$ cat src/rtl/psum_accum_ctrl_if.sv
// Handshake bundle for psum_accum_ctrl: product input, drain request, and drain output stream.
interface psum_accum_ctrl_if #(
    parameter int ADDR_WIDTH = 6,
    parameter int DATA_WIDTH = 16,
    parameter int IN_WIDTH   = 8
);
    logic                  in_valid;
    logic                  in_ready;
    logic [ADDR_WIDTH-1:0] in_addr;
    logic [IN_WIDTH-1:0]   in_data;
    logic                  in_first;
    logic                  drain_start;
    logic                  out_valid;
    logic                  out_ready;
    logic [DATA_WIDTH-1:0] out_data;
    logic [ADDR_WIDTH-1:0] out_addr;
    logic                  out_last;
    logic                  busy;

    modport master (
        output in_valid, in_addr, in_data, in_first, drain_start, out_ready,
        input  in_ready, out_valid, out_data, out_addr, out_last, busy
    );

    modport slave (
        input  in_valid, in_addr, in_data, in_first, drain_start, out_ready,
        output in_ready, out_valid, out_data, out_addr, out_last, busy
    );
endinterface

$ cat src/rtl/psum_accum_ctrl.sv
// Read-modify-write partial-sum accumulator with clear-on-read drain over a dual-port RAM.
// Define PSUM_SAT_EN to saturate accumulation on signed overflow instead of wrapping.
module psum_accum_ctrl #(
    parameter int ADDR_WIDTH = 6,
    parameter int DATA_WIDTH = 16,
    parameter int IN_WIDTH   = 8,
    parameter int DEPTH      = 34
) (
    input  logic                  clk,
    input  logic                  rst_n,
    psum_accum_ctrl_if.slave      bus,
    output logic                  ram_wea,
    output logic [ADDR_WIDTH-1:0] ram_addrA,
    output logic [DATA_WIDTH-1:0] ram_dinA,
    input  logic [DATA_WIDTH-1:0] ram_doutA,
    output logic                  ram_web,
    output logic [ADDR_WIDTH-1:0] ram_addrB,
    output logic [DATA_WIDTH-1:0] ram_dinB
);
    typedef enum logic [1:0] {ACC, DRAIN_RD, DRAIN_CAP, DRAIN_OUT} state_t;

    function automatic logic signed [DATA_WIDTH-1:0] acc_add(
        input logic signed [DATA_WIDTH-1:0] a,
        input logic signed [DATA_WIDTH-1:0] b
    );
        logic signed [DATA_WIDTH:0] wide;
        wide = (DATA_WIDTH+1)'(a) + (DATA_WIDTH+1)'(b);
`ifdef PSUM_SAT_EN
        if (wide[DATA_WIDTH] != wide[DATA_WIDTH-1])
            return wide[DATA_WIDTH] ? {1'b1, {(DATA_WIDTH-1){1'b0}}}
                                    : {1'b0, {(DATA_WIDTH-1){1'b1}}};
`endif
        return wide[DATA_WIDTH-1:0];
    endfunction

    state_t                       state_q, state_d;
    logic [ADDR_WIDTH-1:0]        k_q, k_d;
    logic                         vld_p1_q, vld_p1_d;
    logic [ADDR_WIDTH-1:0]        addr_p1_q, addr_p1_d;
    logic signed [DATA_WIDTH-1:0] data_p1_q, data_p1_d;
    logic                         first_p1_q, first_p1_d;
    logic                         last_we_q, last_we_d;
    logic [ADDR_WIDTH-1:0]        last_addr_q, last_addr_d;
    logic signed [DATA_WIDTH-1:0] last_data_q, last_data_d;
    logic [DATA_WIDTH-1:0]        out_data_q, out_data_d;
    logic [ADDR_WIDTH-1:0]        out_addr_q, out_addr_d;
    logic                         out_last_q, out_last_d;

    logic                         accept;
    logic                         k_is_last;
    logic signed [DATA_WIDTH-1:0] ext_in;
    logic signed [DATA_WIDTH-1:0] base_p1;
    logic signed [DATA_WIDTH-1:0] sum_p1;

    assign bus.in_ready  = (state_q == ACC) && !bus.drain_start;
    assign accept        = bus.in_valid && bus.in_ready;
    assign k_is_last     = (k_q == ADDR_WIDTH'(DEPTH - 1));
    assign ext_in        = DATA_WIDTH'(signed'(bus.in_data));
    assign bus.out_valid = (state_q == DRAIN_OUT);
    assign bus.out_data  = out_data_q;
    assign bus.out_addr  = out_addr_q;
    assign bus.out_last  = out_last_q;
    assign bus.busy      = (state_q != ACC) || vld_p1_q;
    assign ram_wea       = 1'b0;
    assign ram_dinA      = '0;

    always_comb begin
        state_d = state_q;
        k_d     = k_q;
        unique case (state_q)
            ACC:       if (bus.drain_start) state_d = DRAIN_RD;
            DRAIN_RD:  state_d = DRAIN_CAP;
            DRAIN_CAP: state_d = DRAIN_OUT;
            DRAIN_OUT: begin
                if (bus.out_ready) begin
                    if (k_is_last) begin
                        state_d = ACC;
                        k_d     = '0;
                    end else begin
                        state_d = DRAIN_RD;
                        k_d     = k_q + ADDR_WIDTH'(1);
                    end
                end
            end
            default:   state_d = ACC;
        endcase
    end

    // The RAM read lands one cycle late, so a write made last cycle to the same
    // entry is not yet visible on ram_doutA and must be forwarded.
    always_comb begin
        vld_p1_d   = accept;
        addr_p1_d  = bus.in_addr;
        data_p1_d  = ext_in;
        first_p1_d = bus.in_first;
        base_p1    = (last_we_q && (last_addr_q == addr_p1_q)) ? last_data_q
                                                                : ram_doutA;
        sum_p1     = first_p1_q ? data_p1_q : acc_add(base_p1, data_p1_q);

        ram_addrA = '0;
        if (accept)
            ram_addrA = bus.in_addr;
        else if (state_q == DRAIN_RD)
            ram_addrA = k_q;

        ram_web   = 1'b0;
        ram_addrB = '0;
        ram_dinB  = '0;
        if (vld_p1_q) begin
            ram_web   = 1'b1;
            ram_addrB = addr_p1_q;
            ram_dinB  = sum_p1;
        end else if (state_q == DRAIN_CAP) begin
            ram_web   = 1'b1;
            ram_addrB = k_q;
        end

        last_we_d   = ram_web;
        last_addr_d = ram_addrB;
        last_data_d = ram_dinB;

        out_data_d = out_data_q;
        out_addr_d = out_addr_q;
        out_last_d = out_last_q;
        if (state_q == DRAIN_CAP) begin
            out_data_d = ram_doutA;
            out_addr_d = k_q;
            out_last_d = k_is_last;
        end
    end

    always_ff @(posedge clk or negedge rst_n) begin
        if (!rst_n) begin
            state_q    <= ACC;
            k_q        <= '0;
            vld_p1_q   <= 1'b0;
            last_we_q  <= 1'b0;
            out_data_q <= '0;
            out_addr_q <= '0;
            out_last_q <= 1'b0;
        end else begin
            state_q    <= state_d;
            k_q        <= k_d;
            vld_p1_q   <= vld_p1_d;
            last_we_q  <= last_we_d;
            out_data_q <= out_data_d;
            out_addr_q <= out_addr_d;
            out_last_q <= out_last_d;
        end
    end

    // Stage-1 payload and forwarding data are only consumed under their valid flags.
    always_ff @(posedge clk) begin
        addr_p1_q   <= addr_p1_d;
        data_p1_q   <= data_p1_d;
        first_p1_q  <= first_p1_d;
        last_addr_q <= last_addr_d;
        last_data_q <= last_data_d;
    end
endmodule

$ cat src/flat_wrapper.sv
// flat-port wrapper written by rule: the top's interface ports become plain ports
module psum_accum_ctrl_flat 
#(
    parameter int ADDR_WIDTH = 6,
    parameter int DATA_WIDTH = 16,
    parameter int IN_WIDTH   = 8,
    parameter int DEPTH      = 34
)
  (clk, rst_n, ram_wea, ram_addrA, ram_dinA, ram_doutA, ram_web, ram_addrB, ram_dinB, bus_in_valid, bus_in_addr, bus_in_data, bus_in_first, bus_drain_start, bus_out_ready, bus_in_ready, bus_out_valid, bus_out_data, bus_out_addr, bus_out_last, bus_busy);
  psum_accum_ctrl_if #(.ADDR_WIDTH(ADDR_WIDTH), .DATA_WIDTH(DATA_WIDTH), .IN_WIDTH(IN_WIDTH)) bus_i ();
  input  logic clk;
  input  logic rst_n;
  output logic ram_wea;
  output logic [ADDR_WIDTH-1:0] ram_addrA;
  output logic [DATA_WIDTH-1:0] ram_dinA;
  input  logic [DATA_WIDTH-1:0] ram_doutA;
  output logic ram_web;
  output logic [ADDR_WIDTH-1:0] ram_addrB;
  output logic [DATA_WIDTH-1:0] ram_dinB;
  input wire logic [$bits(bus_i.in_valid)-1:0] bus_in_valid;
  input wire logic [$bits(bus_i.in_addr)-1:0] bus_in_addr;
  input wire logic [$bits(bus_i.in_data)-1:0] bus_in_data;
  input wire logic [$bits(bus_i.in_first)-1:0] bus_in_first;
  input wire logic [$bits(bus_i.drain_start)-1:0] bus_drain_start;
  input wire logic [$bits(bus_i.out_ready)-1:0] bus_out_ready;
  output wire logic [$bits(bus_i.in_ready)-1:0] bus_in_ready;
  output wire logic [$bits(bus_i.out_valid)-1:0] bus_out_valid;
  output wire logic [$bits(bus_i.out_data)-1:0] bus_out_data;
  output wire logic [$bits(bus_i.out_addr)-1:0] bus_out_addr;
  output wire logic [$bits(bus_i.out_last)-1:0] bus_out_last;
  output wire logic [$bits(bus_i.busy)-1:0] bus_busy;
  assign bus_i.in_valid = bus_in_valid;
  assign bus_i.in_addr = bus_in_addr;
  assign bus_i.in_data = bus_in_data;
  assign bus_i.in_first = bus_in_first;
  assign bus_i.drain_start = bus_drain_start;
  assign bus_i.out_ready = bus_out_ready;
  assign bus_in_ready = bus_i.in_ready;
  assign bus_out_valid = bus_i.out_valid;
  assign bus_out_data = bus_i.out_data;
  assign bus_out_addr = bus_i.out_addr;
  assign bus_out_last = bus_i.out_last;
  assign bus_busy = bus_i.busy;
  psum_accum_ctrl #(.ADDR_WIDTH(ADDR_WIDTH), .DATA_WIDTH(DATA_WIDTH), .IN_WIDTH(IN_WIDTH), .DEPTH(DEPTH)) u_core (.clk(clk), .rst_n(rst_n), .bus(bus_i), .ram_wea(ram_wea), .ram_addrA(ram_addrA), .ram_dinA(ram_dinA), .ram_doutA(ram_doutA), .ram_web(ram_web), .ram_addrB(ram_addrB), .ram_dinB(ram_dinB));
endmodule
$ cat config.mk
export PLATFORM = sky130hd
export DESIGN_NAME = psum_accum_ctrl_flat
export DESIGN_NICKNAME = d
export VERILOG_FILES = /design/src/rtl/psum_accum_ctrl_if.sv /design/src/rtl/psum_accum_ctrl.sv /design/src/flat_wrapper.sv
export SDC_FILE = /design/constraint.sdc
export NUM_CORES = 1
export LEC_CHECK = 0
export CORE_ASPECT_RATIO = 2
export CORE_MARGIN = 4
export CORE_UTILIZATION = 53
export CTS_BUF_LIST = sky130_fd_sc_hd__clkbuf_2 sky130_fd_sc_hd__clkbuf_4 sky130_fd_sc_hd__clkbuf_8
export DETAILED_ROUTE_END_ITERATION = 10
export PLACE_DENSITY = 0.88
export SYNTH_ARGS = -nofsm -noshare
export SYNTH_HDL_FRONTEND = slang
export SYNTH_SLANG_ARGS = --single-unit
$ cat constraint.sdc
create_clock -name clk -period 10.4 [get_ports clk]
set_input_delay 2.08 -clock clk [delete_from_list [all_inputs] [get_ports clk]]
set_output_delay 2.08 -clock clk [all_outputs]
set_load 0.01 [all_outputs]
==> results of run 1 <==
-- kinds of logic after synthesis --
kind of cell | Yosys count
multiplexers | 36
AO/OA/AOI/OAI | 72
other | 1
adder cells (fa/ha/maj) | 26
flip-flops | 70
buffers and inverters | 43
XOR/XNOR | 17
AND/OR/NAND/NOR | 112
-- synthesized netlist by cell type (5+ instances only) --
| master | number |
|---|---|
| sky130_fd_sc_hd__dfxtp_1 | 37 |
| sky130_fd_sc_hd__clkbuf_1 | 9 |
| sky130_fd_sc_hd__nor2b_1 | 6 |
| sky130_fd_sc_hd__ha_1 | 25 |
| sky130_fd_sc_hd__a21o_1 | 8 |
| sky130_fd_sc_hd__and2_1 | 7 |
| sky130_fd_sc_hd__nor3_1 | 8 |
| sky130_fd_sc_hd__nand2_1 | 49 |
| sky130_fd_sc_hd__a21oi_1 | 13 |
| sky130_fd_sc_hd__o21a_1 | 6 |
| sky130_fd_sc_hd__o31ai_1 | 5 |
| sky130_fd_sc_hd__nor2_1 | 6 |
| sky130_fd_sc_hd__xor2_1 | 6 |
| sky130_fd_sc_hd__o21ai_0 | 23 |
| sky130_fd_sc_hd__xnor2_1 | 11 |
| sky130_fd_sc_hd__mux2_2 | 33 |
| sky130_fd_sc_hd__inv_1 | 16 |
| sky130_fd_sc_hd__buf_4 | 18 |
| sky130_fd_sc_hd__dfrtp_1 | 33 |
| sky130_fd_sc_hd__nand4_1 | 5 |
| sky130_fd_sc_hd__nand3_1 | 13 |
-- power by group --
group          switching [mW]  internal, mW
clock                   0.102        0.0881
sequential             0.0537         0.337
combinational           0.180         0.222
-- registers in the layout (all words and copies together) (netlist names) --
name	flops
u_core.data_p1_q	8
u_core.first_p1_q	1
u_core.bus.out_addr	6
u_core.last_data_q	16
u_core.last_we_q	1
u_core.bus.out_last	1
u_core.bus.out_data	16
u_core.k_q	6
u_core.last_addr_q	6
u_core.addr_p1_q	6
u_core.state_q	2
u_core.vld_p1_q	1
-- how the worst min path moves through the flow --
| stage | start | end | slack [ps] | cells after the start |
|---|---|---|---|---|
| 4_1_cts | u_core.bus.out_data[9] | u_core.bus.out_data[9] | 510 | 1 |
| 5_1_grt | u_core.bus.out_data[12] | u_core.bus.out_data[12] | 520 | 1 |
| 6_report | u_core.bus.out_data[9] | u_core.bus.out_data[9] | 510 | 1 |
| 3_5_place_dp | u_core.bus.out_data[9] | u_core.bus.out_data[9] | 490 | 1 |
| 3_3_place_gp | u_core.bus.out_data[10] | u_core.bus.out_data[10] | 490 | 1 |
| 2_1_floorplan | u_core.k_q[5] | u_core.k_q[5] | 480 | 1 |
-- worst max-delay path: cells and delay by family --
family                     cells  cell delay (ps)
AOI/OAI and AO/OA              4              850
adders and majority gates      2              540
buffers and inverters          3             1150
muxes                          1              160
and+or+nand+nor                2              270
-- cell type report --
| cell class | count | area, um2 |
|---|---|---|
| timing repair buffer | 92 | 916 |
| clock buffer | 10 | 131 |
| clock inverter | 6 | 38.8 |
| tap | 88 | 110 |
| sequential | 70 | 1570 |
| fill | 525 | 1910 |
| inverter | 16 | 60.1 |
| multi-input combinational | 280 | 1940 |
-- through the flow --
stage | area, um2 | utilization [%] | hold WS (ps)
2_1_floorplan | 3730 | - | 482
6_report | 4760 | 71.4 | 508
5_1_grt | 4760 | 71.4 | 518
3_3_place_gp | 4590 | 68.8 | 489
3_5_place_dp | 4590 | 68.8 | 495
4_1_cts | 4760 | 71.4 | 510
-- routing by layer --
layer	track usage (%)	vias to the layer above	wire (um)
li1	-	1457	-
met2	41.9	101	4990
met1	22.1	1412	3120
met3	4.72	27	441
met4	12.4	0	317
met5	0	-	0
==> tab_implementation.tex, run 1 <==
\begin{tabular}{lr}
\hline
Metric & Value \\
\hline
\multicolumn{2}{l}{\textbf{Synth}} \\
\quad Share of Yosys cell area claimed by the top area cell type & 22.5\% \\
\quad Fraction of synthesized area in multiplexers & 11.0\% \\
\quad Post-synthesis cell count & 377 \\
\quad Number of enable flip-flop cells after synthesis & 0 \\
\quad Cell variety after synth & 44 \\
\quad Largest family of logic cells by synthesized area & simple AND/OR/NAND/NOR gates \\
\quad Synthesized area per cell & 9.75 um2 \\
\quad Register bit total from synthesis & 70 \\
\quad Main synth FF type & sky130\_fd\_sc\_hd\_\_dfxtp\_1 \\
\quad Simple-gate share of the synthesized area & 14.9\% \\
\quad Synth top area cells & sky130\_fd\_sc\_hd\_\_dfrtp\_1 22\%, sky130\_fd\_sc\_hd\_\_dfxtp\_1 20\%, sky130\_fd\_sc\_hd\_\_mux2\_2 10\% \\
\quad Sequential fraction of the synthesis area & 42.6\% \\
\quad Cell type with the largest total area after synthesis & sky130\_fd\_sc\_hd\_\_dfrtp\_1 \\
\quad FFs w/ async S/R, synth & 47.1\% \\
\quad Number of warnings issued by yosys & 0 \\
\quad Parity-gate share of the synthesized area counting xor and xnor cells & 4.05\% \\
\quad Post-Synth Adder-Cell Area & 9.06\% \\
\quad Post-synthesis cell area & 3670 um2 \\
\quad Share of the synthesized area in compound gates (AO/OA/AOI/OAI) & 12.1\% \\
\multicolumn{2}{l}{\textbf{Floorplan}} \\
\quad Initial cell density of the core & 55.1\% \\
\quad Die Ht & 126 um \\
\quad Placement Rows & 42 \\
\quad Core ar. & 6670 um2 \\
\quad Number of primary I/O pins & 108 \\
\quad Width of the die & 66.9 um \\
\quad DIE AREA & 8410 um2 \\
\multicolumn{2}{l}{\textbf{Timing}} \\
\quad Final Setup Violations & 0 \\
\quad Final setup TNS & 0 ps \\
\quad Final slew viol count & 0 \\
\quad Post-route setup slack & 3270 ps \\
\quad Maximum clock frequency & 140 MHz \\
\quad Tightest Pin Transition & 989 ps \\
\quad Period Utilization, post-route & 68.5\% \\
\quad Setup repair after global routing missed its margin & no \\
\quad Max-Slew Margin vs Limit & 34.0\% \\
\quad Minimum period implied by the final worst setup slack & 7130 ps \\
\quad Final hold viol count & 0 \\
\quad Final worst clock skew & 7.41 ps \\
\multicolumn{2}{l}{\textbf{Placed design}} \\
\quad Quantity of I/O buffers inserted on ports & 90 \\
\quad Dpl ws & 3250 ps \\
\quad Total placed cells including tap cells & 546 \\
\quad Routability congestion estimate from global placement & 0.872 \\
\quad Detailed Place HPWL & 6720 um \\
\multicolumn{2}{l}{\textbf{Routing}} \\
\quad Number of iterations in the first detailed-routing pass & 4 \\
\quad Via density per instance & 5.33 \\
\quad Count of unresolved DRC violations after routing & 0 \\
\quad Avg WL per Cell & 15.8 um \\
\quad Starting DRC count in detailed routing & 102 \\
\quad Count of nets left with antenna violations after detail routing & 0 \\
\quad Detailed Route WL & 8870 um \\
\quad Via total after detailed routing & 2,997 \\
\multicolumn{2}{l}{\textbf{CTS}} \\
\quad Total clock sinks & 70 \\
\quad Clk root buf & sky130\_fd\_sc\_hd\_\_clkbuf\_8 \\
\quad Clock tree from TritonCTS & built \\
\quad Maximum clock path buffer count & 2 \\
\quad Clock edge transition at the registers on the reported setup and hold paths & 70 ps \\
\quad Clock insertion delay at the later pin of the skew report & 350 ps \\
\quad Cts hold-fix bufs & 0 \\
\quad Setup Buffers After CTS & 0 \\
\quad Total clock buffers created by CTS & 9 \\
\quad Number of gates resized after CTS & 0 \\
\quad CTS H-tree lvls & 3 \\
\multicolumn{2}{l}{\textbf{Critical path}} \\
\quad Capture point of the worst path & ram\_dinB[12] \\
\quad Worst reg2reg path depth & 11 \\
\quad Origin of the critical flop-to-flop path & u\_core.addr\_p1\_q[4] \\
\quad Largest stage delay, worst path & 610 ps \\
\quad CP Max Fanout & 4 \\
\quad Worst R2R End & u\_core.last\_data\_q[15] \\
\quad Class of the most critical setup path & in2out \\
\quad Slowest CP cell & sky130\_fd\_sc\_hd\_\_clkdlybuf4s50\_1 \\
\quad Critical path startpoint & ram\_doutA[0] \\
\quad Data required, critical path & 8320 ps \\
\quad Data arrival at the endpoint of the critical path & 5050 ps \\
\quad Sequence of cells on the critical path & clkdlybuf4s50\_1, mux2\_2, ha\_1, inv\_1, fa\_1, nand3b\_1, a21oi\_1, o21ai\_1, a21oi\_1, nor4\_1, a211oi\_1, clkdlybuf4s50\_1 \\
\quad Category of the worst setup path capture point & output port \\
\quad Startpoint type of the worst setup path & input pin \\
\quad Setup slack of the most critical reg-to-reg path & 6810 ps \\
\multicolumn{2}{l}{\textbf{Final layout}} \\
\quad Share of post-route cells with drive strength above 1 & 11.8\% \\
\quad Nets & 531 \\
\quad Post-route non-filler standard cell count & 562 \\
\quad Most common cell after layout, fill and taps aside & sky130\_fd\_sc\_hd\_\_clkdlybuf4s50\_1 \\
\quad Commonest cells after routing, fill and taps aside & 90 x sky130\_fd\_sc\_hd\_\_clkdlybuf4s50\_1, 49 x sky130\_fd\_sc\_hd\_\_nand2\_1, 37 x sky130\_fd\_sc\_hd\_\_dfxtp\_1 \\
\quad Diode count & 0 \\
\quad Layout overhead on the synthesized area & 29.6\% \\
\multicolumn{2}{l}{\textbf{Status}} \\
\quad Run status & completed \\
\multicolumn{2}{l}{\textbf{Global route}} \\
\quad Overflow left after global routing & 0 \\
\quad Total global routing track utilization & 22.6\% \\
\quad Number of global-route vias before repair & 3,183 \\
\quad Initial antenna violation count & 0 \\
\quad First-pass GRT wire length & 14,500 um \\
\quad Maximum number of pins on one net before global-route repair & 34 \\
\multicolumn{2}{l}{\textbf{Power and ir drop}} \\
\quad Power Density & 206 nW/um2 \\
\quad Overall Power & 0.982 mW \\
\quad Peak ir drop on the vdd network & 0.176 mV \\
\quad Leakage Power & 2.06 nW \\
\multicolumn{2}{l}{\textbf{Hold path}} \\
\quad Worst min-delay path category & reg2reg \\
\multicolumn{2}{l}{\textbf{Flow run}} \\
\quad Max-capacitance violation count & 0 \\
\hline
\end{tabular}
Power figures use the tool's default switching activity.
==> inputs of run 2 (changes only) <==
--- a/config.mk
+++ b/config.mk
@@ -7,10 +7,10 @@
 export LEC_CHECK = 0
 export CORE_ASPECT_RATIO = 2
 export CORE_MARGIN = 4
-export CORE_UTILIZATION = 53
+export CORE_UTILIZATION = 49
 export CTS_BUF_LIST = sky130_fd_sc_hd__clkbuf_2 sky130_fd_sc_hd__clkbuf_4 sky130_fd_sc_hd__clkbuf_8
 export DETAILED_ROUTE_END_ITERATION = 10
-export PLACE_DENSITY = 0.88
+export PLACE_DENSITY = 0.82
 export SYNTH_ARGS = -nofsm -noshare
 export SYNTH_HDL_FRONTEND = slang
 export SYNTH_SLANG_ARGS = --single-unit
==> constraint.sdc (replaced) <==
create_clock -name clk -period 7.02 [get_ports clk]
set_input_delay 1.404 -clock clk [delete_from_list [all_inputs] [get_ports clk]]
set_output_delay 1.404 -clock clk [all_outputs]
set_load 0.01 [all_outputs]
==> run 2 against run 1 <==
  * Sequential share of layout area fell by 0.53 points
  * Combinational power up 51%
  * Wire length fell by 0.48%
  * Non-clock buffer count up 2
  * Design area is 1.6% higher
  * Die area grew 7.4%
  * Clock power grew 93%
  * First-iteration DRC count fell by 4.9%
  * Register-to-register slack lost 3400 ps
  * Critical endpoint is now ram_dinB[15]
  * Highest routed layer unchanged
==> tab_implementation.tex, run 2 (same netlist as run 1, synthesis figures left out) <==
\begin{tabular}{lr}
\hline
Metric & Value \\
\hline
\multicolumn{2}{l}{\textbf{Global route}} \\
\quad Overflow left after global routing & 0 \\
\quad Met1 routing resource usage after global routing & 18.8\% \\
\quad Total global routing track utilization & 20.0\% \\
\quad Number of global-route vias before repair & 3,067 \\
\quad Global-route track usage on met2 & 38.7\% \\
\quad First-pass GRT wire length & 14,200 um \\
\quad Met3 layer usage reported by global route & 5.97\% \\
\quad Maximum number of pins on one net before global-route repair & 34 \\
\quad Initial antenna violation count & 0 \\
\quad Global routing's busiest layer & met2 \\
\multicolumn{2}{l}{\textbf{CTS}} \\
\quad Clock tree from TritonCTS & built \\
\quad Total clock sinks & 70 \\
\quad Clk root buf & sky130\_fd\_sc\_hd\_\_clkbuf\_8 \\
\quad Clock edge transition at the registers on the reported setup and hold paths & 80 ps \\
\quad CTS H-tree lvls & 3 \\
\quad Cts hold-fix bufs & 0 \\
\quad Maximum clock path buffer count & 2 \\
\quad Number of gates resized after CTS & 0 \\
\quad Setup Buffers After CTS & 0 \\
\quad Clock insertion delay at the later pin of the skew report & 350 ps \\
\quad Total clock buffers created by CTS & 9 \\
\multicolumn{2}{l}{\textbf{Final layout}} \\
\quad FILL cells & 597 \\
\quad Share of post-route cells with drive strength above 1 & 12.2\% \\
\quad Commonest cells after routing, fill and taps aside & 90 x sky130\_fd\_sc\_hd\_\_clkdlybuf4s50\_1, 49 x sky130\_fd\_sc\_hd\_\_nand2\_1, 37 x sky130\_fd\_sc\_hd\_\_dfxtp\_1 \\
\quad Nets & 533 \\
\quad Utilization of the core after routing & 66.6\% \\
\quad Area of all sequential standard cells & 1570 um2 \\
\quad Diode count & 0 \\
\quad Layout overhead on the synthesized area & 31.7\% \\
\quad Area used by multi-input combinational logic & 1940 um2 \\
\quad Most common cell after layout, fill and taps aside & sky130\_fd\_sc\_hd\_\_clkdlybuf4s50\_1 \\
\multicolumn{2}{l}{\textbf{Floorplan}} \\
\quad Number of primary I/O pins & 108 \\
\quad DIE AREA & 9030 um2 \\
\quad Die Ht & 130 um \\
\quad Initial cell density of the core & 50.6\% \\
\quad Core ar. & 7270 um2 \\
\quad Placement Rows & 44 \\
\quad Width of the die & 69.2 um \\
\multicolumn{2}{l}{\textbf{Timing}} \\
\quad Maximum clock frequency & 174 MHz \\
\quad Period Utilization, post-route & 81.8\% \\
\quad Final slew viol count & 0 \\
\quad Final worst clock skew & 12.9 ps \\
\quad Final Setup Violations & 0 \\
\quad Setup repair after global routing missed its margin & no \\
\quad Tightest Pin Transition & 1010 ps \\
\quad Final hold viol count & 0 \\
\quad Final setup TNS & 0 ps \\
\quad Minimum period implied by the final worst setup slack & 5740 ps \\
\quad Max-Slew Margin vs Limit & 32.7\% \\
\multicolumn{2}{l}{\textbf{Critical path}} \\
\quad Setup slack of the most critical reg-to-reg path & 3410 ps \\
\quad Origin of the critical flop-to-flop path & u\_core.addr\_p1\_q[0] \\
\quad Slowest CP cell & sky130\_fd\_sc\_hd\_\_nor2\_2 \\
\quad Data required, critical path & 5620 ps \\
\quad Sequence of cells on the critical path & xnor2\_1, nand4\_1, nor2\_2, buf\_4, mux2\_2, ha\_1, a21o\_1, a21o\_1, a211oi\_1, o21a\_2, mux2i\_1, nand4\_1, clkdlybuf4s50\_1 \\
\quad Worst reg2reg path depth & 12 \\
\quad Data arrival at the endpoint of the critical path & 4340 ps \\
\quad Category of the worst setup path capture point & output port \\
\quad Largest stage delay, worst path & 550 ps \\
\quad Class of the most critical setup path & reg2out \\
\quad CP Max Fanout & 12 \\
\quad Startpoint type of the worst setup path & flop \\
\quad Worst R2R End & u\_core.last\_data\_q[15] \\
\multicolumn{2}{l}{\textbf{Status}} \\
\quad Run status & completed \\
\multicolumn{2}{l}{\textbf{Power and ir drop}} \\
\quad Power Density & 319 nW/um2 \\
\quad Peak ir drop on the vdd network & 0.281 mV \\
\quad Leakage Power & 2.09 nW \\
\multicolumn{2}{l}{\textbf{Routing}} \\
\quad Starting DRC count in detailed routing & 97 \\
\quad Via total after detailed routing & 2,945 \\
\quad Count of unresolved DRC violations after routing & 0 \\
\quad Avg WL per Cell & 15.5 um \\
\quad Via density per instance & 5.18 \\
\quad Detailed Route WL & 8830 um \\
\quad Number of iterations in the first detailed-routing pass & 4 \\
\quad Count of nets left with antenna violations after detail routing & 0 \\
\multicolumn{2}{l}{\textbf{Hold path}} \\
\quad Instance count along the most critical hold path & 1 \\
\quad Worst min-delay path category & reg2reg \\
\quad Min-delay src & u\_core.bus.out\_data[11] \\
\quad Min-Delay Endpoint & u\_core.bus.out\_data[11] \\
\multicolumn{2}{l}{\textbf{Placed design}} \\
\quad Detailed Place HPWL & 6720 um \\
\quad Quantity of I/O buffers inserted on ports & 90 \\
\quad Routability congestion estimate from global placement & 0.833 \\
\multicolumn{2}{l}{\textbf{Flow run}} \\
\quad Max-capacitance violation count & 0 \\
\hline
\end{tabular}
run 2: cell types whose count changed in the layout (fill, tap and decap cells not counted), sizes merged:
cell      previous run  this run
clkinv               4         0
buf                  2         4
bufinv               0         2
clkbuf              10        11
clkinvlp             2         3
run 2: how the worst max path moves through the flow:
stage | depth (start not counted) | to | slack, ps | from
3_5_place_dp | 9 | ram_dinB[13] | 1310 | ram_doutA[2]
2_1_floorplan | 10 | ram_dinB[12] | 2490 | ram_doutA[0]
5_1_grt | 13 | ram_dinB[15] | 980 | u_core.addr_p1_q[0]
6_report | 13 | ram_dinB[15] | 1280 | u_core.addr_p1_q[0]
4_1_cts | 13 | ram_dinB[15] | 1250 | u_core.addr_p1_q[0]
3_3_place_gp | 9 | ram_dinB[13] | 1320 | ram_doutA[2]
run 2: critical path: cells and delay by family (launching register included):
family                   cells  cell delay (ps)
AO/OA/AOI/OAI                4              900
multiplexers                 2              510
flip-flops                   1              320
buffers and inverters        2              780
XOR/XNOR                     1              250
adder cells (fa/ha/maj)      1              360
AND/OR/NAND/NOR              3              860
run 2: stage by stage:
step	area, um2	setup WS, ps	hold slack (ps)	instances	power (mW)
final	4840	1280	506	568	1.54
after global routing	4840	982	521	568	1.63
after CTS	4840	1250	511	568	1.55
after detailed placement	4610	1310	495	552	1.19
after global placement	4610	1320	488	552	1.17
after floorplan	3730	2490	482	393	0.899
run 2: layout make-up:
cell class,count,share of cell area [%]
clock inverters,5,1.71
multi-input cells,280,40.1
repair buffers,94,19.2
well taps,92,2.38
flip-flops and latches,70,32.4
clock buffers,11,3.00
inverters,16,1.24
run 2: power by group:
group | switching [mW] | internal (mW)
sequential | 0.0706 | 0.499
combinational | 0.276 | 0.331
clock | 0.152 | 0.214
run 2: per-layer routing:
layer	share of wire, %	vias up	routed length [um]
li1	-	1464	-
met1	36	1370	3190
met2	56	94	4940
met3	5.5	17	484
met4	2.3	0	205
met5	0	-	0
